<file path="config.mk">
export PLATFORM = sky130hd
export DESIGN_NAME = hi_lo_multiply_divide_controller
export DESIGN_NICKNAME = d
export VERILOG_FILES = /design/src/rtl/hi_lo_multiply_divide_controller.sv
export SDC_FILE = /design/constraint.sdc
export NUM_CORES = 1
export LEC_CHECK = 0
export ABC_AREA = 1
export CORE_MARGIN = 2
export CORE_UTILIZATION = 47
export DETAILED_ROUTE_END_ITERATION = 10
export GPL_TIMING_DRIVEN = 0
export PLACE_DENSITY = 0.64
export SETUP_SLACK_MARGIN = 0.3
export SLEW_MARGIN = 20
export SYNTH_ARGS = -nofsm -noshare
export SYNTH_HDL_FRONTEND = slang
export SYNTH_SLANG_ARGS = --single-unit
</file>
<file path="constraint.sdc">
create_clock -name clk -period 3.5 [get_ports clk]
set_clock_uncertainty 0.1 [all_clocks]
set_input_delay 0.7 -clock clk [delete_from_list [all_inputs] [get_ports clk]]
set_output_delay 0.7 -clock clk [all_outputs]
set_load 0.02 [all_outputs]
</file>
<file path="src/rtl/hi_lo_multiply_divide_controller.sv">
// HI/LO owner for the MIPS core: iterative MULT/MULTU/DIV/DIVU engine
// (shift-add multiply, restoring divide) plus decode stall/bubble requests.
module hi_lo_multiply_divide_controller #(
   parameter int ITERATIONS = 32,
   parameter int DATA_WIDTH = 32
) (
   input  logic                  clk,
   input  logic                  reset,
   input  logic                  start_execute,
   input  logic [1:0]            operation_execute,
   input  logic [DATA_WIDTH-1:0] operand_a_execute,
   input  logic [DATA_WIDTH-1:0] operand_b_execute,
   input  logic                  hi_write_execute,
   input  logic                  lo_write_execute,
   input  logic [DATA_WIDTH-1:0] write_data_execute,
   input  logic                  hi_lo_access_decode,
   output logic [DATA_WIDTH-1:0] hi,
   output logic [DATA_WIDTH-1:0] lo,
   output logic                  busy,
   output logic                  stall_decode,
   output logic                  clear_execute
);
   localparam int W  = DATA_WIDTH;
   localparam int CW = $clog2(ITERATIONS);

   typedef enum logic [1:0] {IDLE, CALC, FINISH} state_t;

   state_t         state_q, state_d;
   logic [CW-1:0]  cnt_q, cnt_d;
   logic           div_q, div_d;
   logic           qneg_q, qneg_d;
   logic           rneg_q, rneg_d;
   logic           bzero_q, bzero_d;
   logic [W-1:0]   a_q, a_d;
   logic [W-1:0]   b_q, b_d;
   logic [W-1:0]   acc_hi_q, acc_hi_d;
   logic [W-1:0]   acc_lo_q, acc_lo_d;
   logic [W-1:0]   hi_q, hi_d;
   logic [W-1:0]   lo_q, lo_d;

   logic           sgn_op;
   logic [W-1:0]   mag_a, mag_b;
   logic [W:0]     mul_sum;
   logic [W:0]     div_sh;
   logic           div_ge;
   logic [W-1:0]   div_rem;
   logic [2*W-1:0] prod;
   logic [2*W-1:0] prod_fix;

   // MULT and DIV (op[0]==0) run on magnitudes; signs are restored at the end
   assign sgn_op = ~operation_execute[0];
   assign mag_a  = (sgn_op && operand_a_execute[W-1]) ? -operand_a_execute
                                                      : operand_a_execute;
   assign mag_b  = (sgn_op && operand_b_execute[W-1]) ? -operand_b_execute
                                                      : operand_b_execute;

   assign mul_sum  = {1'b0, acc_hi_q} + (acc_lo_q[0] ? {1'b0, b_q} : '0);
   assign div_sh   = {acc_hi_q, acc_lo_q[W-1]};
   assign div_ge   = div_sh >= {1'b0, b_q};
   assign div_rem  = div_ge ? (div_sh[W-1:0] - b_q) : div_sh[W-1:0];
   assign prod     = {acc_hi_q, acc_lo_q};
   assign prod_fix = qneg_q ? -prod : prod;

   always_comb begin
      state_d  = state_q;
      cnt_d    = cnt_q;
      div_d    = div_q;
      qneg_d   = qneg_q;
      rneg_d   = rneg_q;
      bzero_d  = bzero_q;
      a_d      = a_q;
      b_d      = b_q;
      acc_hi_d = acc_hi_q;
      acc_lo_d = acc_lo_q;
      hi_d     = hi_q;
      lo_d     = lo_q;
      unique case (state_q)
         IDLE: begin
            if (hi_write_execute) hi_d = write_data_execute;
            if (lo_write_execute) lo_d = write_data_execute;
            if (start_execute) begin
               state_d  = CALC;
               cnt_d    = '0;
               div_d    = operation_execute[1];
               qneg_d   = sgn_op & (operand_a_execute[W-1] ^ operand_b_execute[W-1]);
               rneg_d   = sgn_op & operand_a_execute[W-1];
               bzero_d  = (operand_b_execute == '0);
               a_d      = operand_a_execute;
               b_d      = mag_b;
               acc_hi_d = '0;
               acc_lo_d = mag_a;
            end
         end
         CALC: begin
            if (div_q) begin
               acc_hi_d = div_rem;
               acc_lo_d = {acc_lo_q[W-2:0], div_ge};
            end else begin
               {acc_hi_d, acc_lo_d} = {mul_sum, acc_lo_q[W-1:1]};
            end
            cnt_d = cnt_q + 1'b1;
            if (cnt_q == CW'(ITERATIONS - 1)) state_d = FINISH;
         end
         FINISH: begin
            state_d = IDLE;
            if (!div_q) begin
               {hi_d, lo_d} = prod_fix;
            end else if (bzero_q) begin
               hi_d = a_q;
               lo_d = '1;
            end else begin
               lo_d = qneg_q ? -acc_lo_q : acc_lo_q;
               hi_d = rneg_q ? -acc_hi_q : acc_hi_q;
            end
         end
         default: state_d = IDLE;
      endcase
   end

   always_ff @(posedge clk) begin
      if (reset) begin
         state_q  <= IDLE;
         cnt_q    <= '0;
         div_q    <= 1'b0;
         qneg_q   <= 1'b0;
         rneg_q   <= 1'b0;
         bzero_q  <= 1'b0;
         a_q      <= '0;
         b_q      <= '0;
         acc_hi_q <= '0;
         acc_lo_q <= '0;
         hi_q     <= '0;
         lo_q     <= '0;
      end else begin
         state_q  <= state_d;
         cnt_q    <= cnt_d;
         div_q    <= div_d;
         qneg_q   <= qneg_d;
         rneg_q   <= rneg_d;
         bzero_q  <= bzero_d;
         a_q      <= a_d;
         b_q      <= b_d;
         acc_hi_q <= acc_hi_d;
         acc_lo_q <= acc_lo_d;
         hi_q     <= hi_d;
         lo_q     <= lo_d;
      end
   end

   assign hi            = hi_q;
   assign lo            = lo_q;
   assign busy          = (state_q != IDLE);
   assign stall_decode  = busy & hi_lo_access_decode;
   assign clear_execute = stall_decode;

endmodule

</file>
---- Word level (Yosys, flattened, before mapping) ----
Index checks and enable logic that the tools add are counted.
storage, ports and cells
  flip-flop bits (word level) ............. 203
  bits of input ports ..................... 104
  logic and storage cells ................. 71
cells by class
  add/subtract/negate cells ............... 8
  order comparisons ....................... 1
  equality and inequality tests ........... 7
  mux-type cells .......................... 26
  bitwise gates (word level) .............. 5
  reduce and logical (&&, ||, !) cells .... 12
operators by type and width
  operator                                              count
  2-to-1 mux 32 bit                                     16
  case mux 32 bit (2 select lines)                      4
  negation 32 bit                                       4
  2-to-1 mux 64 bit                                     1
  negation 64 bit                                       1
  adder 32 x 32 -> 33 bit                               1
  >= comparator 33 x 32 -> 1 bit                        1
  logical NOT 32 bit                                    1
  subtractor 32 bit                                     1
  case mux 5 bit (2 select lines)                       1
  AND reduction 2 bit                                   5
  inequality test 2 bit (second input constant)         4
  nonzero test 2 bit                                    3
  adder 5 x 1 -> 5 bit (second input constant)          1
  equality test 5 bit (second input constant)           1
  2-to-1 mux 5 bit                                      1
  2-to-1 mux 2 bit                                      2
  case mux 2 bit (2 select lines)                       1
  AND 1 bit                                             3
  equality test 2 x 1 -> 1 bit (second input constant)  1
  equality test 2 bit (second input constant)           1
  logical AND 1 bit                                     2
  logical NOT 2 bit                                     1
  inverter 1 bit                                        1
  XOR 1 bit                                             1

---- Longest topological paths before layout ----
  depth in word-level cells ............... 5
  gate-level depth with buffers ........... 20
  gate-level depth less buffers ........... 18

---- Worst setup path after synthesis ----
No wires, ideal clock.
  path type ............................... register -> register
  start point ............................. register acc_lo_q[0]
  end point ............................... register acc_hi_q[27]
  setup time .............................. 0.132 ns
  arrival time ............................ 2.505 ns
  data required time ...................... 3.268 ns
  slack ................................... 0.763 ns
  stages on the path, launching flop included .. 20
  path buffers ............................ 2
  clock period less this slack ............ 2.737 ns
  path through ............................ dfxtp_1 > clkbuf_1 > buf_1 > nand2_1 > inv_1 > ha_1 > inv_1 > fa_1 > inv_1 > nand3_1 > nand3_1 > nand2_1 > nand3_1 > nand3_1 > nand3_1 > nand2_1 > nor2_1 > nor2_1 > nand2_1 > a21oi_1
on the way
  cells in the longest elaborated chain, start to end .. 4
RTL lines
  element                           RTL line  RTL
  start: declaration                37        logic [W-1:0] acc_lo_q, acc_lo_d;
  start signal: assignment          144       acc_lo_q <= acc_lo_d;
  2-to-1 mux 32 bit                 57        assign mul_sum = {1'b0, acc_hi_q} + (acc_lo_q[0] ? {1'b0, b_q} : '0);
  adder 32 x 32 -> 33 bit           57
  2-to-1 mux 32 bit                 95        if (div_q) begin
  case mux 32 bit (2 select lines)  77        unique case (state_q)
  end signal: assignment            143       acc_hi_q <= acc_hi_d;
  end: declaration                  36        logic [W-1:0] acc_hi_q, acc_hi_d;
Every way passes these cells.
A chain may end at the register's enable or synchronous reset.

---- Worst setup path after layout ----
  start point ............................. register acc_hi_q[19]
  end point ............................... register acc_hi_q[18]
on the way
  cells in the longest elaborated chain, start to end .. 4
  elaborated cells on any way between the ends .. 5
  those cells by class .................... 1 x add/sub; 1 x order compare; 3 x mux
RTL lines
  element                               RTL line  RTL
  >= comparator 33 x 32 -> 1 bit        59        assign div_ge = div_sh >= {1'b0, b_q};
  2-to-1 mux 32 bit                     60        assign div_rem = div_ge ? (div_sh[W-1:0] - b_q) : div_sh[W-1:0];
  2-to-1 mux 32 bit (*)                 95
  case mux 32 bit (2 select lines) (*)  77
Mark *: on every way between the ends. The rest lies on a longest branch, timed or not.

==> summary.md <==
| Metric | Value |
|---|---|
| Reg clk slew, reported paths | 0.06 ns |
| Critical Path End | acc_hi_q[18] |
| First-pass GRT wire length | 136 mm |
| Top achievable clock speed | 321 MHz |
| Post-Syn Instances | 3417 |
| Pint | 5.15 mW |
| Vias per std cell | 5.98 |
| Unrepaired setup endpoints after global routing | true |
| Initial Util | 47.7% |
| Via count | 24800 |
| Hold Fails Final Rpt | 0 |
| Ys flop type | dfxtp_1 |
| Syn-to-layout area delta | 17.1% |
| R2r setup slk | 0.38 ns |
| Levels on crit path | 14 |
| Final worst path period need | 3.12 ns |
| FILL cells | 4195 |
| Switching Share | 41.8% |
| CTS Root Cell | clkbuf_16 |
| Top cell type's share of synthesized area | 21.3% |
| Hpwl dp | 76.5 mm |
| Synth warn | 0 |
| H-tree depth | 1 |
| XOR/XNOR Fraction of Synth Area | 2.53% |
| Reg power frac | 31.2% |
| Max clock buf depth | 3 |
| TritonCTS Buffers | 25 |
| Die X | 205 um |
| Leak | 10.7 nW |
| Initial drt markers | 3638 |
| Complex-gate fraction of the synthesized area | 22.2% |
| Rel. slew slack | 24.4% |
| I/O pin total | 171 |
| FFs w/ async S/R, synth | 0% |
| Critical path capture point type | flip-flop |
| Fin nets | 3792 |
| Initial antenna violation count | 3 |
| R2r endpoint | acc_hi_q[18] |
| Layout Utilization | 55.9% |
| Seq/Total Area, Yosys | 21.3% |
| Final wirelength | 93.9 mm |
| Number of global-route vias before repair | 22000 |
| Startpoint types | flip-flop |
| Layout cells sized above 1 | 3.72% |
| Drc violations | 0 |
| Buf+Inv Stages, Crit Path | 1 |
| Critical path fanouts, max | 10 |
| Delay-heaviest family, CP | simple AND/OR/NAND/NOR gates |
| Kind of critical path | reg2reg |
| Remaining global-route overflow | 0 |
| CP dominant cell by count | nand2_1 |
| Slew @ Worst Pin | 1.13 ns |
| Post-synth net total | 3593 |
| Maximum vdd drop | 314 uV |
| IO Port Bufs | 170 |
| Die area | 42200 um^2 |
| Die Ht | 205 um |
| Comb power frac | 38.2% |
| Count of final max-slew check failures | 0 |
| Hold Crit Class | reg2reg |
| Total core area | 39900 um^2 |
| Seq cells post-synth | 203 |
| CP Data Arrival Time | 3.42 ns |
| Synth top area cells | dfxtp_1, nand2_1, a21oi_1, inv_1, o21ai_0 |
| Max-cap check violation count | 0 |
| CTS Sinks | 203 |
| Yosys cell types | 54 |
| Clock power share | 30.6% |
| Rows | 73 |
| Status | finished, final reports clean |
| RR Startpoint | acc_hi_q[19] |
| Mapped cell area | 19100 um^2 |
| Post-synthesis simple-gate area fraction | 36.4% |
| Mux contribution to synthesized area | 0% |
| Synth Area in Adders | 4.81% |
| CTS tree | done |
| Final antenna-violating net count | 0 |
| Period utilisation layout | 89.0% |
| WHS | 0.374 ns |
| Required time of the critical path | 3.80 ns |
| Switch Pwr | 3.70 mW |
| Largest stage delay, worst path | 0.74 ns |
| Register Area | 4080 um^2 |
| Final setup violation count | 0 |
| Worst Setup SP | acc_hi_q[19] |
| Routed length per instance | 22.6 um |
| Post-synth EDFFs | 0 |
| Crit path max-delay cell type | dfxtp_1 |
| PD cells | 397 nW/um^2 |
| Syn Area/Cell | 5.58 um^2 |
| Total GRT Usage | 43.3% |
| GP Congestion | 1.11 |
| Footprint of the multi-input gates | 12600 um^2 |
| Worst skew pair latency | 0.56 ns |
| R2R depth | 14 |
| DR pass1 iterations | 7 |
| Area leader, netlist | dfxtp_1 |
| CP Cell Sequence | ha_1 > nand2_1 > nor2_4 > nand2_1 > nor2_2 > nand3b_1 > nand2_2 > nor2_4 > nand2_8 > buf_6 > nand3_1 > nand3_1 > nand2_1 > a21oi_1 |
| Main combinational cell family by area after synthesis | simple AND/OR/NAND/NOR gates |
| Pin count of the biggest net entering global routing | 13 |
## synth_stat cells, types with 7 or more instances
| master | n |
|---|---|
| dfxtp_1 | 203 |
| xor2_1 | 48 |
| inv_1 | 478 |
| nand4_1 | 39 |
| nor3_1 | 39 |
| nand3_1 | 253 |
| nor2_2 | 12 |
| nand3b_1 | 12 |
| a31oi_1 | 26 |
| nor2_1 | 319 |
| o21ai_1 | 16 |
| ha_1 | 70 |
| a21oi_1 | 376 |
| nand2_1 | 938 |
| o21bai_1 | 13 |
| o211ai_1 | 9 |
| buf_1 | 16 |
| o21ai_0 | 327 |
| clkbuf_1 | 101 |
| nand2_2 | 8 |
| o31ai_1 | 9 |
| xnor2_1 | 7 |
| buf_2 | 20 |
## routing by layer
layer  vias up  track usage [%]  wire [um]
met1     11300             62.3      39100
met2      1788             61.0      36700
li1      11500                -          -
met4         6             13.8       3410
met5         -                0         32
met3       210             12.9      14700
## repair_timing
item | CTS | global route
endpoints found under the setup margin | 29 | 16
setup buffers | 2 | 0
hold endpoints to repair | 0 | 0
hold buffers | 0 | 0
gates resized for setup | 9 | 18
## cell type report
type	count	share of cell area [%]
antenna	1	0.0112
clock buffer	30	2.93
timing repair buffer	172	7.70
buffer	144	2.78
clock inverter	11	0.724
sequential	203	18.3
tap	525	2.94
inverter	484	8.14
multi-input combinational	2586	56.5
## cells in the final DEF (no fill, tap or decap), types with 12 or more instances in the layout
cell type / n
ha_1: 69
clkdlybuf4s50_1: 170
inv_1: 476
nor3_1: 39
a21oi_1: 375
buf_2: 21
clkbuf_1: 103
nand2_1: 936
buf_1: 14
o21ai_1: 16
clkbuf_16: 25
nand4_1: 39
nor2_1: 319
nor2_2: 12
nand3b_1: 12
nand3_1: 251
dfxtp_1: 193
xor2_1: 48
o21bai_1: 13
a31oi_1: 26
o21ai_0: 327
## worst min-delay path, stage by stage, from the launching register on
cell     delay (ns)
dfxtp_1        0.30
inv_1          0.07
a21oi_1        0.06
## worst min-delay path by stage
stage / start / end / cells after the start
after floorplan: a_q[16] / a_q[16] / 2
after global placement: cnt_q[3] / cnt_q[3] / 2
after detailed placement: a_q[31] / a_q[31] / 2
after CTS: a_q[31] / a_q[31] / 2
after global routing: cnt_q[4] / cnt_q[4] / 2
final: a_q[31] / a_q[31] / 2
## registers in the layout, summed over array words and instances (netlist names)
register  flops
rneg_q        1
b_q          32
bzero_q       1
a_q          32
hi           32
acc_lo_q     32
div_q         1
qneg_q        1
cnt_q         5
state_q       2
lo           32
acc_hi_q     32
## per-stage QoR
stage	std cells	setup WS, ns	total power, mW	instance area [um^2]	setup TNS [ns]
6_report	4156	0.384	8.85	22300	0
5_1_grt	4155	0.284	9.18	22300	0
4_1_cts	4155	0.334	8.63	22300	0
3_5_place_dp	4112	-0.658	5.98	21400	-8.25
3_3_place_gp	4112	-0.598	5.95	21400	-7.14
2_1_floorplan	3417	0.763	4.71	19100	0
## power groups by stage
stage          Sequential, mW  Clock [mW]  Combinational, mW
2_1_floorplan            2.74           0               1.97
3_3_place_gp             2.77           0               3.18
3_5_place_dp             2.78           0               3.20
4_1_cts                  2.73        2.68               3.22
5_1_grt                  2.76        2.79               3.63
6_report                 2.76        2.71               3.38
## cell families (layout without fill, tap and decap cells)
logic type,after synthesis,count (layout)
and+or+nand+nor,1654,1654
AOI/OAI and AO/OA,805,805
buffers and inverters,628,841
DFF,203,203
adders and majority gates,72,72
xor gates and xnor gates,55,55
other,0,1
Note: power is estimated with default switching activity, not from simulation.
